$ cat src/rtl/sha256_pkg.sv
// -----------------------------------------------------------------------------
// sha256_pkg
// Shared types, constants and round functions for the SHA-256 round engine.
//   state_t          : engine FSM states (IDLE, ROUND, FINAL)
//   IV_H0..IV_H7, IV : standard initial hash values (front end / bench use)
//   *_R*, *_S*       : rotation and shift amounts of the sigma functions
//   Sigma0/Sigma1    : compression-round functions on a and e
//   sigma0/sigma1    : message-schedule functions
//   ch/maj           : choose and majority
// -----------------------------------------------------------------------------
package sha256_pkg;

    typedef enum logic [1:0] {
        IDLE  = 2'd0,
        ROUND = 2'd1,
        FINAL = 2'd2
    } state_t;

    localparam logic [31:0] IV_H0 = 32'h6a09e667;
    localparam logic [31:0] IV_H1 = 32'hbb67ae85;
    localparam logic [31:0] IV_H2 = 32'h3c6ef372;
    localparam logic [31:0] IV_H3 = 32'ha54ff53a;
    localparam logic [31:0] IV_H4 = 32'h510e527f;
    localparam logic [31:0] IV_H5 = 32'h9b05688c;
    localparam logic [31:0] IV_H6 = 32'h1f83d9ab;
    localparam logic [31:0] IV_H7 = 32'h5be0cd19;
    localparam logic [255:0] IV = {IV_H0, IV_H1, IV_H2, IV_H3,
                                   IV_H4, IV_H5, IV_H6, IV_H7};

    localparam int unsigned BS0_R1 = 2;
    localparam int unsigned BS0_R2 = 13;
    localparam int unsigned BS0_R3 = 22;
    localparam int unsigned BS1_R1 = 6;
    localparam int unsigned BS1_R2 = 11;
    localparam int unsigned BS1_R3 = 25;
    localparam int unsigned SS0_R1 = 7;
    localparam int unsigned SS0_R2 = 18;
    localparam int unsigned SS0_S  = 3;
    localparam int unsigned SS1_R1 = 17;
    localparam int unsigned SS1_R2 = 19;
    localparam int unsigned SS1_S  = 10;

    function automatic logic [31:0] rotr(input logic [31:0] x, input int unsigned n);
        return (x >> n) | (x << (32 - n));
    endfunction

    function automatic logic [31:0] Sigma0(input logic [31:0] x);
        return rotr(x, BS0_R1) ^ rotr(x, BS0_R2) ^ rotr(x, BS0_R3);
    endfunction

    function automatic logic [31:0] Sigma1(input logic [31:0] x);
        return rotr(x, BS1_R1) ^ rotr(x, BS1_R2) ^ rotr(x, BS1_R3);
    endfunction

    function automatic logic [31:0] sigma0(input logic [31:0] x);
        return rotr(x, SS0_R1) ^ rotr(x, SS0_R2) ^ (x >> SS0_S);
    endfunction

    function automatic logic [31:0] sigma1(input logic [31:0] x);
        return rotr(x, SS1_R1) ^ rotr(x, SS1_R2) ^ (x >> SS1_S);
    endfunction

    function automatic logic [31:0] ch(input logic [31:0] e, input logic [31:0] f,
                                       input logic [31:0] g);
        return (e & f) ^ (~e & g);
    endfunction

    function automatic logic [31:0] maj(input logic [31:0] a, input logic [31:0] b,
                                        input logic [31:0] c);
        return (a & b) ^ (a & c) ^ (b & c);
    endfunction

endpackage

$ cat src/rtl/sha256_round_engine_if.sv
// -----------------------------------------------------------------------------
// sha256_round_engine_if
// Block request / digest bus between the padding front end (master) and the
// round engine (slave).
//   start    : request, sampled only while ready=1
//   block_in : 512-bit padded block, W0 in [511:480]
//   hash_in  : 256-bit input state, H0 in [255:224]
//   chain    : (only with SHA256_CHAIN_EN) use current hash_out as input state
//   ready    : engine idle
//   busy     : engine computing
//   done     : one-cycle pulse when hash_out updates
//   hash_out : 256-bit digest, held until the next done
// -----------------------------------------------------------------------------
interface sha256_round_engine_if;

    logic         start;
    logic [511:0] block_in;
    logic [255:0] hash_in;
`ifdef SHA256_CHAIN_EN
    logic         chain;
`endif
    logic         ready;
    logic         busy;
    logic         done;
    logic [255:0] hash_out;

`ifdef SHA256_CHAIN_EN
    modport master (output start, block_in, hash_in, chain,
                    input  ready, busy, done, hash_out);
    modport slave  (input  start, block_in, hash_in, chain,
                    output ready, busy, done, hash_out);
`else
    modport master (output start, block_in, hash_in,
                    input  ready, busy, done, hash_out);
    modport slave  (input  start, block_in, hash_in,
                    output ready, busy, done, hash_out);
`endif

endinterface

$ cat src/rtl/sha256_msg_schedule.sv
// -----------------------------------------------------------------------------
// sha256_msg_schedule
// 16-word sliding message window. Word 0 is the head (W_t); each shift drops
// the head and appends W_{t+16} at the tail.
//   clk, rst_n : clock, async active-low reset (window cleared)
//   load       : load all 16 words from block_in (W0 = [511:480])
//   shift      : advance the window by one word
//   block_in   : padded 512-bit block
//   w_t        : current head word
// -----------------------------------------------------------------------------
module sha256_msg_schedule
    import sha256_pkg::*;
(
    input  logic         clk,
    input  logic         rst_n,
    input  logic         load,
    input  logic         shift,
    input  logic [511:0] block_in,
    output logic [31:0]  w_t
);

    logic [31:0] win [16];
    logic [31:0] w_next;

    // Relative to the head at t: win[14]=W_{t+14}, win[9]=W_{t+9}, win[1]=W_{t+1}
    assign w_next = sigma1(win[14]) + win[9] + sigma0(win[1]) + win[0];
    assign w_t    = win[0];

    always_ff @(posedge clk or negedge rst_n) begin
        if (!rst_n) begin
            for (int i = 0; i < 16; i++) win[i] <= '0;
        end else if (load) begin
            for (int i = 0; i < 16; i++) win[i] <= block_in[511-32*i -: 32];
        end else if (shift) begin
            for (int i = 0; i < 15; i++) win[i] <= win[i+1];
            win[15] <= w_next;
        end
    end

endmodule

$ cat src/rtl/sha256_round_engine.sv
// -----------------------------------------------------------------------------
// sha256_round_engine
// One SHA-256 compression per accepted block, one round per clock. The round
// constant is fetched from an external combinational table via k_index/k_in.
//   clk, rst_n : clock, async active-low reset (aborts any block in flight)
//   bus        : sha256_round_engine_if.slave (start/block/state in, digest out)
//   k_index    : round constant index (round number in ROUND, else 0)
//   k_in       : K[k_index], returned in the same cycle
// Optional build macro SHA256_CHAIN_EN adds bus.chain: when set at start
// acceptance, the current hash_out replaces hash_in as the input state.
//
// state | meaning
// IDLE  | ready; start latches state, a..h and the message window
// ROUND | round t = round counter, a..h updated every edge, 64 rounds
// FINAL | add working vars into H, pulse done, back to IDLE
// -----------------------------------------------------------------------------
module sha256_round_engine
    import sha256_pkg::*;
#(
    parameter int NUM_ROUNDS = 64,  // fixed by the algorithm
    parameter int IDX_W      = 6    // 2**IDX_W must cover NUM_ROUNDS
) (
    input  logic                 clk,
    input  logic                 rst_n,
    sha256_round_engine_if.slave bus,
    output logic [IDX_W-1:0]     k_index,
    input  logic [31:0]          k_in
);

    state_t           state;
    state_t           state_next;
    logic [IDX_W-1:0] round;
    logic [31:0]      hv [8];   // latched input state H0..H7
    logic [31:0]      wv [8];   // working vars, wv[0]=a .. wv[7]=h
    logic [31:0]      w_t;
    logic [31:0]      t1;
    logic [31:0]      t2;
    logic [255:0]     init_state;
    logic             accept;
    logic             last_round;

    assign accept     = (state == IDLE) && bus.start;
    assign last_round = (round == IDX_W'(NUM_ROUNDS - 1));

`ifdef SHA256_CHAIN_EN
    // No IV substitution: chaining straight after reset uses the all-zero state.
    assign init_state = bus.chain ? bus.hash_out : bus.hash_in;
`else
    assign init_state = bus.hash_in;
`endif

    sha256_msg_schedule u_sched (
        .clk      (clk),
        .rst_n    (rst_n),
        .load     (accept),
        .shift    (state == ROUND),
        .block_in (bus.block_in),
        .w_t      (w_t)
    );

    always_ff @(posedge clk or negedge rst_n) begin
        if (!rst_n) state <= IDLE;
        else        state <= state_next;
    end

    always_comb begin
        state_next = state;
        case (state)
            IDLE:    if (bus.start) state_next = ROUND;
            ROUND:   if (last_round) state_next = FINAL;
            FINAL:   state_next = IDLE;
            default: state_next = IDLE;
        endcase
    end

    always_comb begin
        bus.ready = 1'b0;
        bus.busy  = 1'b0;
        k_index   = '0;
        case (state)
            IDLE:  bus.ready = 1'b1;
            ROUND: begin
                bus.busy = 1'b1;
                k_index  = round;
            end
            FINAL: bus.busy = 1'b1;
            default: ;
        endcase
    end

    always_comb begin
        t1 = wv[7] + Sigma1(wv[4]) + ch(wv[4], wv[5], wv[6]) + k_in + w_t;
        t2 = Sigma0(wv[0]) + maj(wv[0], wv[1], wv[2]);
    end

    always_ff @(posedge clk or negedge rst_n) begin
        if (!rst_n) begin
            round        <= '0;
            bus.hash_out <= '0;
            bus.done     <= 1'b0;
            for (int i = 0; i < 8; i++) begin
                hv[i] <= '0;
                wv[i] <= '0;
            end
        end else begin
            bus.done <= 1'b0;
            case (state)
                IDLE: begin
                    if (bus.start) begin
                        round <= '0;
                        for (int i = 0; i < 8; i++) begin
                            hv[i] <= init_state[255-32*i -: 32];
                            wv[i] <= init_state[255-32*i -: 32];
                        end
                    end
                end
                ROUND: begin
                    wv[0] <= t1 + t2;
                    wv[1] <= wv[0];
                    wv[2] <= wv[1];
                    wv[3] <= wv[2];
                    wv[4] <= wv[3] + t1;
                    wv[5] <= wv[4];
                    wv[6] <= wv[5];
                    wv[7] <= wv[6];
                    // hold at the last round; FINAL clears it
                    if (!last_round) round <= round + 1'b1;
                end
                FINAL: begin
                    for (int i = 0; i < 8; i++)
                        bus.hash_out[255-32*i -: 32] <= hv[i] + wv[i];
                    bus.done <= 1'b1;
                    round    <= '0;
                end
                default: ;
            endcase
        end
    end

endmodule
$ cat src/flat_wrapper.sv
// flat-port wrapper written by rule: the top's interface ports become plain ports
module sha256_round_engine_flat import sha256_pkg::*;
#(
    parameter int NUM_ROUNDS = 64,                           
    parameter int IDX_W      = 6                                     
)
  (clk, rst_n, k_index, k_in, bus_start, bus_block_in, bus_hash_in, bus_ready, bus_busy, bus_done, bus_hash_out);
  sha256_round_engine_if bus_i ();
  input  logic clk;
  input  logic rst_n;
  output logic [IDX_W-1:0] k_index;
  input  logic [31:0] k_in;
  input wire logic [$bits(bus_i.start)-1:0] bus_start;
  input wire logic [$bits(bus_i.block_in)-1:0] bus_block_in;
  input wire logic [$bits(bus_i.hash_in)-1:0] bus_hash_in;
  output wire logic [$bits(bus_i.ready)-1:0] bus_ready;
  output wire logic [$bits(bus_i.busy)-1:0] bus_busy;
  output wire logic [$bits(bus_i.done)-1:0] bus_done;
  output wire logic [$bits(bus_i.hash_out)-1:0] bus_hash_out;
  assign bus_i.start = bus_start;
  assign bus_i.block_in = bus_block_in;
  assign bus_i.hash_in = bus_hash_in;
  assign bus_ready = bus_i.ready;
  assign bus_busy = bus_i.busy;
  assign bus_done = bus_i.done;
  assign bus_hash_out = bus_i.hash_out;
  sha256_round_engine #(.NUM_ROUNDS(NUM_ROUNDS), .IDX_W(IDX_W)) u_core (.clk(clk), .rst_n(rst_n), .bus(bus_i), .k_index(k_index), .k_in(k_in));
endmodule
$ cat config.mk
export PLATFORM = sky130hd
export DESIGN_NAME = sha256_round_engine_flat
export DESIGN_NICKNAME = d
export VERILOG_FILES = /design/src/rtl/sha256_pkg.sv /design/src/rtl/sha256_round_engine_if.sv /design/src/rtl/sha256_msg_schedule.sv /design/src/rtl/sha256_round_engine.sv /design/src/flat_wrapper.sv
export SDC_FILE = /design/constraint.sdc
export NUM_CORES = 2
export LEC_CHECK = 0
export ABC_CLOCK_PERIOD_IN_PS = 19770
export CORE_AREA = 8 8 406 408
export DETAILED_ROUTE_END_ITERATION = 12
export DIE_AREA = 0 0 414 416
export GPL_TIMING_DRIVEN = 0
export HOLD_SLACK_MARGIN = 0.05
export PLACE_DENSITY = 0.74
export SYNTH_ARGS = -nofsm -noshare
export SYNTH_HDL_FRONTEND = slang
export SYNTH_SLANG_ARGS = --single-unit
export TNS_END_PERCENT = 30
$ cat constraint.sdc
create_clock -name clk -period 19.77 [get_ports clk]
set_input_delay 2.9655 -clock clk [delete_from_list [all_inputs] [get_ports clk]]
set_output_delay 2.9655 -clock clk [all_outputs]
set_load 0.02 [all_outputs]
==> Yosys cells after proc, flatten, opt, wreduce, memory -nomap -nowiden <==
Cells that the tools add are included.
W data, S select, Z words.
{ "classes": {"n_addsub": 19, "n_eq_ne": 6, "mux": 14, "bitwise_logic": 27, "n_reduce_logical": 10} }
{ "op_table": {"columns": ["op", "count"], "rows": [
  ["$mux W512", 2],
  ["$add A32 B32 Y32", 18],
  ["$pmux W256 S2", 1],
  ["$xor A32 B32 Y32", 9],
  ["$mux W256", 1],
  ["$and A32 B32 Y32", 5],
  ["$not A32 Y32", 1],
  ["$or A10 B32 Y32", 1],
  ["$or A13 B32 Y32", 1],
  ["$or A14 B32 Y32", 1],
  ["$or A15 B32 Y32", 1],
  ["$or A19 B32 Y32", 1],
  ["$or A21 B32 Y32", 1],
  ["$or A25 B32 Y32", 1],
  ["$or A26 B32 Y32", 1],
  ["$or A30 B32 Y32", 1],
  ["$or A7 B32 Y32", 1],
  ["$xor A32 B22 Y32", 1],
  ["$xor A32 B29 Y32", 1],
  ["$mux W6", 3],
  ["$pmux W6 S3", 1],
  ["$add A6 B1 Y6 const B", 1],
  ["$eq A6 B6 Y1 const B", 1],
  ["$reduce_and A2 Y1", 3],
  ["other kinds (13)", 18]
]} }
{ "word_totals": {"regBits": 1289, "in_bits": 803, "out_inout_bits": 265, "elab_cells": 112} }

==> Depth between registers and ports, before layout <==
{ "logic_depth": {"word_depth": 9, "depth_mapped": 33, "ltp_nobuf": 32} }

==> Hierarchy <==
From an unflattened synthesis, not the netlist that was laid out.
{ "hier_totals": {"hier_cells": 8064, "area_unflattened_um2": 80250.7} }
{ "modules_own_cells": {"columns": ["mod", "instances", "cells_per_inst", "area_each_um2", "seq_area_each_um2"], "rows": [
  ["sha256_round_engine", 1, 5247, 52452.8, 19443.6],
  ["sha256_msg_schedule", 1, 2817, 27797.9, 12812.3]
]} }

==> Worst setup path before layout <==
No wires, ideal clock.
{ "synth_timing": {"path_kind": "input -> register", "from": "input k_in[2]", "to": "register u_core.wv[255] (netlist name)", "setup_ps": 130, "arrival_time_ps": 9277, "t_required_ps": 19640, "path_slack_ps": 10363, "path_stages": 31, "n_path_buf": 0, "cell_sequence": "inv_1 fa_1 inv_1 fa_1 inv_1 fa_1 inv_1 ha_1 a21o_1 a21oi_1 o211a_1 o31ai_1 a31o_2 o22a_1 a221oi_1 and2_1 inv_1 a21oi_1 xnor2_1 fa_1 ha_1 a21oi_1 nand2_1 o21a_1 o32ai_1 o31a_1 o221ai_1 a21oi_1 xnor3_1 mux2i_1 o21ai_1"} }
{ "synth_between": {"elab_chain_len": 4} }
{ "synth_lines": {"columns": ["element", "line", "rtl"], "rows": [
  ["start, declared", "flat_wrapper.sv:12", "input logic [31:0] k_in;"],
  ["$add A32 B32 Y32 (2 in series)", "sha256_round_engine.sv:92", "t1 = wv[7] + Sigma1(wv[4]) + ch(wv[4], wv[5], wv[6]) + k_in + w_t;"],
  ["$add A32 B32 Y32", "sha256_round_engine.sv:118", "wv[0] <= t1 + t2;"],
  ["$pmux W256 S2", "sha256_round_engine.sv:107", "case (state)"],
  ["end signal, assigned by index", "sha256_round_engine.sv:113", "wv[i] <= init_state[255-32*i -: 32];"],
  ["end, declared", "sha256_round_engine.sv:34", "logic [31:0] wv [8];"]
]} }
No other way between the ends.
A chain may end at the register's enable or synchronous reset.

==> Final worst setup path <==
{ "layout_timing": {"from": "input k_in[5]", "to": "register u_core.wv[255] (netlist name)"} }
The elaborated chain is that of the path after synthesis.

==> results.toml <==
[yosys]
synth_top_family_by_area = "compound AO/OA/AOI/OAI gates"
synthAdderAreaFrac_pct = 11.2
yosysTopAreaCellShare_pct = 40.8
ys.flop_type = "dfrtp_1"
syn_area_per_cell_sq_um = 9.47
yosysTopAreaCell = "dfrtp_1"
syn_nets = 9719
synth_edf_count = 0
ys_seq_area_share_pct = 40.8
synth_xor_xnor_area_share_pct = 6.46
syn-cell-area_sq_um = 79000
ys_seq_elements = 1289
ys_top_cells_by_area = "dfrtp_1, mux2i_1, nand2_1, ha_1, o21ai_0"
synth-simple-area-share_pct = 11.7
synth_mux_area_share_pct = 12.2
yosysWarnings = 0
syn_inst = 8344
synth_compound_area_share_pct = 13.7
synth_cell_types = 83
async_flop_share_pct = 100

[global_route]
grt_pass1_vias = 71500
grt_max_degree = 173
antenna_found_initial = 60
grt_overflow = 0
grt_use_total_pct = 40.2
grt_pass1_wl_microns = 506000

[routing]
vias = 71000
drc = 0
first_pass_iters = 6
drt_wl_total_microns = 359000
drt_iter0_drc = 7930
wl_per_cell_microns = 30.3
antenna_left = 0
vias_per_cell = 6.01

[clock_tree]
cts.repair.resized = 0
cts_buffers = 147
hold_buffers = 0
cts.sinks = 1289
clockRootBuffer = "clkbuf_16"
clkTransAtPathRegs_ns = 0.06
clk_latency_ns = 0.81
htreeDepth = 4
cts_tree = "built"
cts_setup_buffers = 0
clock_path_buffers = 3

[worst_setup_path]
slowest_stage = "fa_1"
worstSetupPathType = "in2reg"
crit_required_ns = 20.43
critical_path_arrival_ns = 11.21
path_max_fanout = 4
cp_slowest_stage_delay_ns = 0.56
start_kind = "input pin"
worstSetupEndpointType = "flip-flop"

[timing]
slew_violations = 21
hold_violations = 0
period_share_pct = 53.4
worstMarginPinSlew_ns = 1.51
setup_tns_ns = 0
rsz0062_at_grt = "no"
slew_headroom_pct = -0.480
skew_ns = 0.0412
min_period_ns = 10.55
fmax_mhz = 94.8
finalSetupViolations = 0

[finish]
finalNetCount = 10900
drive_gt1_share_pct = 5.21
layout_common_cells = "nand2_1, dfrtp_1, clkdlybuf4s50_1"
design_area_sq_um = 97800
area_delta_synth_final_pct = 23.7
multiInputGateArea_sq_um = 43600
ff_latch_area_sq_um = 32300
layout_commonest_cell = "nand2_1"
nFillCells = 13600

[placement]
gp_congestion = 1.03
placed_area_sq_um = 92700
hpwl_microns = 293000
io_buffer_count = 1067

[hold_path]
hold_path.class = "reg2reg"

[job]
cap_violations = 2

[status]
violations = "max-capacitance violations, max-slew violations"
status = "finished, violations left"

[die]
coreArea_sq_um = 159000
die_y_microns = 416
die_w_microns = 414
io_pins = 1068
dieArea_sq_um = 172000
initial_utilization_pct = 49.7
num_rows = 147
==> state kept, by name, summed over array words and instances (netlist names) <==
register,cells
u_core.hv,256
u_core.bus.done,1
u_core.wv,256
u_core.bus.hash_out,256
u_core.u_sched.win,480
u_core.state,2
u_core.round,6
u_core.u_sched.w_t,32
==> final cells by class <==
class	count	area share, %
well taps	2086	2.67
diodes	54	0.138
multi-input cells	6217	44.6
clock buffers	211	4.39
repair buffers	1079	11.3
clock inverters	51	0.718
flip-flops and latches	1289	33.0
inverters	350	1.34
plain buffers	488	1.90
==> path summary, 6_finish.rpt <==
kind	start	endpoint	slack, ns	cells past startpoint
max in group asynchronous	rst_n	u_core.u_sched.win[276]$_DFFE_PN0P_	14.51	5
setup / recovery	k_in[5]	u_core.wv[255]$_DFFE_PN0P_	9.22	32
min in group asynchronous	rst_n	u_core.bus.hash_out[170]$_DFFE_PN0P_	2.02	1
hold reg to reg	u_core.hv[73]$_DFFE_PN0P_	u_core.hv[73]$_DFFE_PN0P_	0.48	2
hold / removal	u_core.hv[73]$_DFFE_PN0P_	u_core.hv[73]$_DFFE_PN0P_	0.48	2
setup reg to reg	u_core.wv[106]$_DFFE_PN0P_	u_core.wv[255]$_DFFE_PN0P_	10.57	32
==> critical path, delay by kind of cell <==
family,cells,cell delay [ns]
adders and majority gates,6,2.71
buffers and inverters,5,0.75
AOI/OAI and AO/OA,13,2.99
muxes,1,0.14
xor gates and xnor gates,2,0.84
and+or+nand+nor,5,0.78
==> metal layers <==
metal | global-route usage (%) | routed length (microns) | vias up
li1 | - | - | 30900
met1 | 47.5 | 132000 | 35100
met2 | 63.3 | 161000 | 3886
met3 | 8.58 | 29200 | 1103
met4 | 33.2 | 35900 | 18
met5 | 0 | 109 | -
==> synth_stat cells, drive strengths merged (195+ instances only) <==
cell type and instances:
clkbuf 457, nor2 234, inv 350, o21ai 957, dfrtp 1289, fa 195, a21oi 363, nand2 1670
mux2i 734, mux2 204, ha 377, xnor2 447
==> metrics by stage <==
| stage | hold WS, ns | utilization (%) | cells | setup WS (ns) |
|---|---|---|---|---|
| floorplan | 0.450 | - | 8344 | 10.36 |
| global placement | 0.461 | 58.1 | 11500 | -42.74 |
| detailed placement | 0.467 | 58.3 | 11500 | 8.59 |
| CTS | 0.482 | 61.5 | 11800 | 9.40 |
| global route | 0.498 | 61.5 | 11800 | 8.87 |
| finish | 0.478 | 61.6 | 11800 | 9.22 |
==> cell families (layout without fill, tap and decap cells) <==
logic type | after synthesis | in the layout
simple gates | 2247 | 2247
compound gates | 1857 | 1857
flops | 1289 | 1289
mux | 938 | 938
buf+inv | 838 | 2179
fa+ha+maj | 594 | 594
xor+xnor | 581 | 581
other cells | 0 | 54
Power is not shown: default switching activity piles up to over one toggle a cycle in this logic, so the estimate is an artifact.
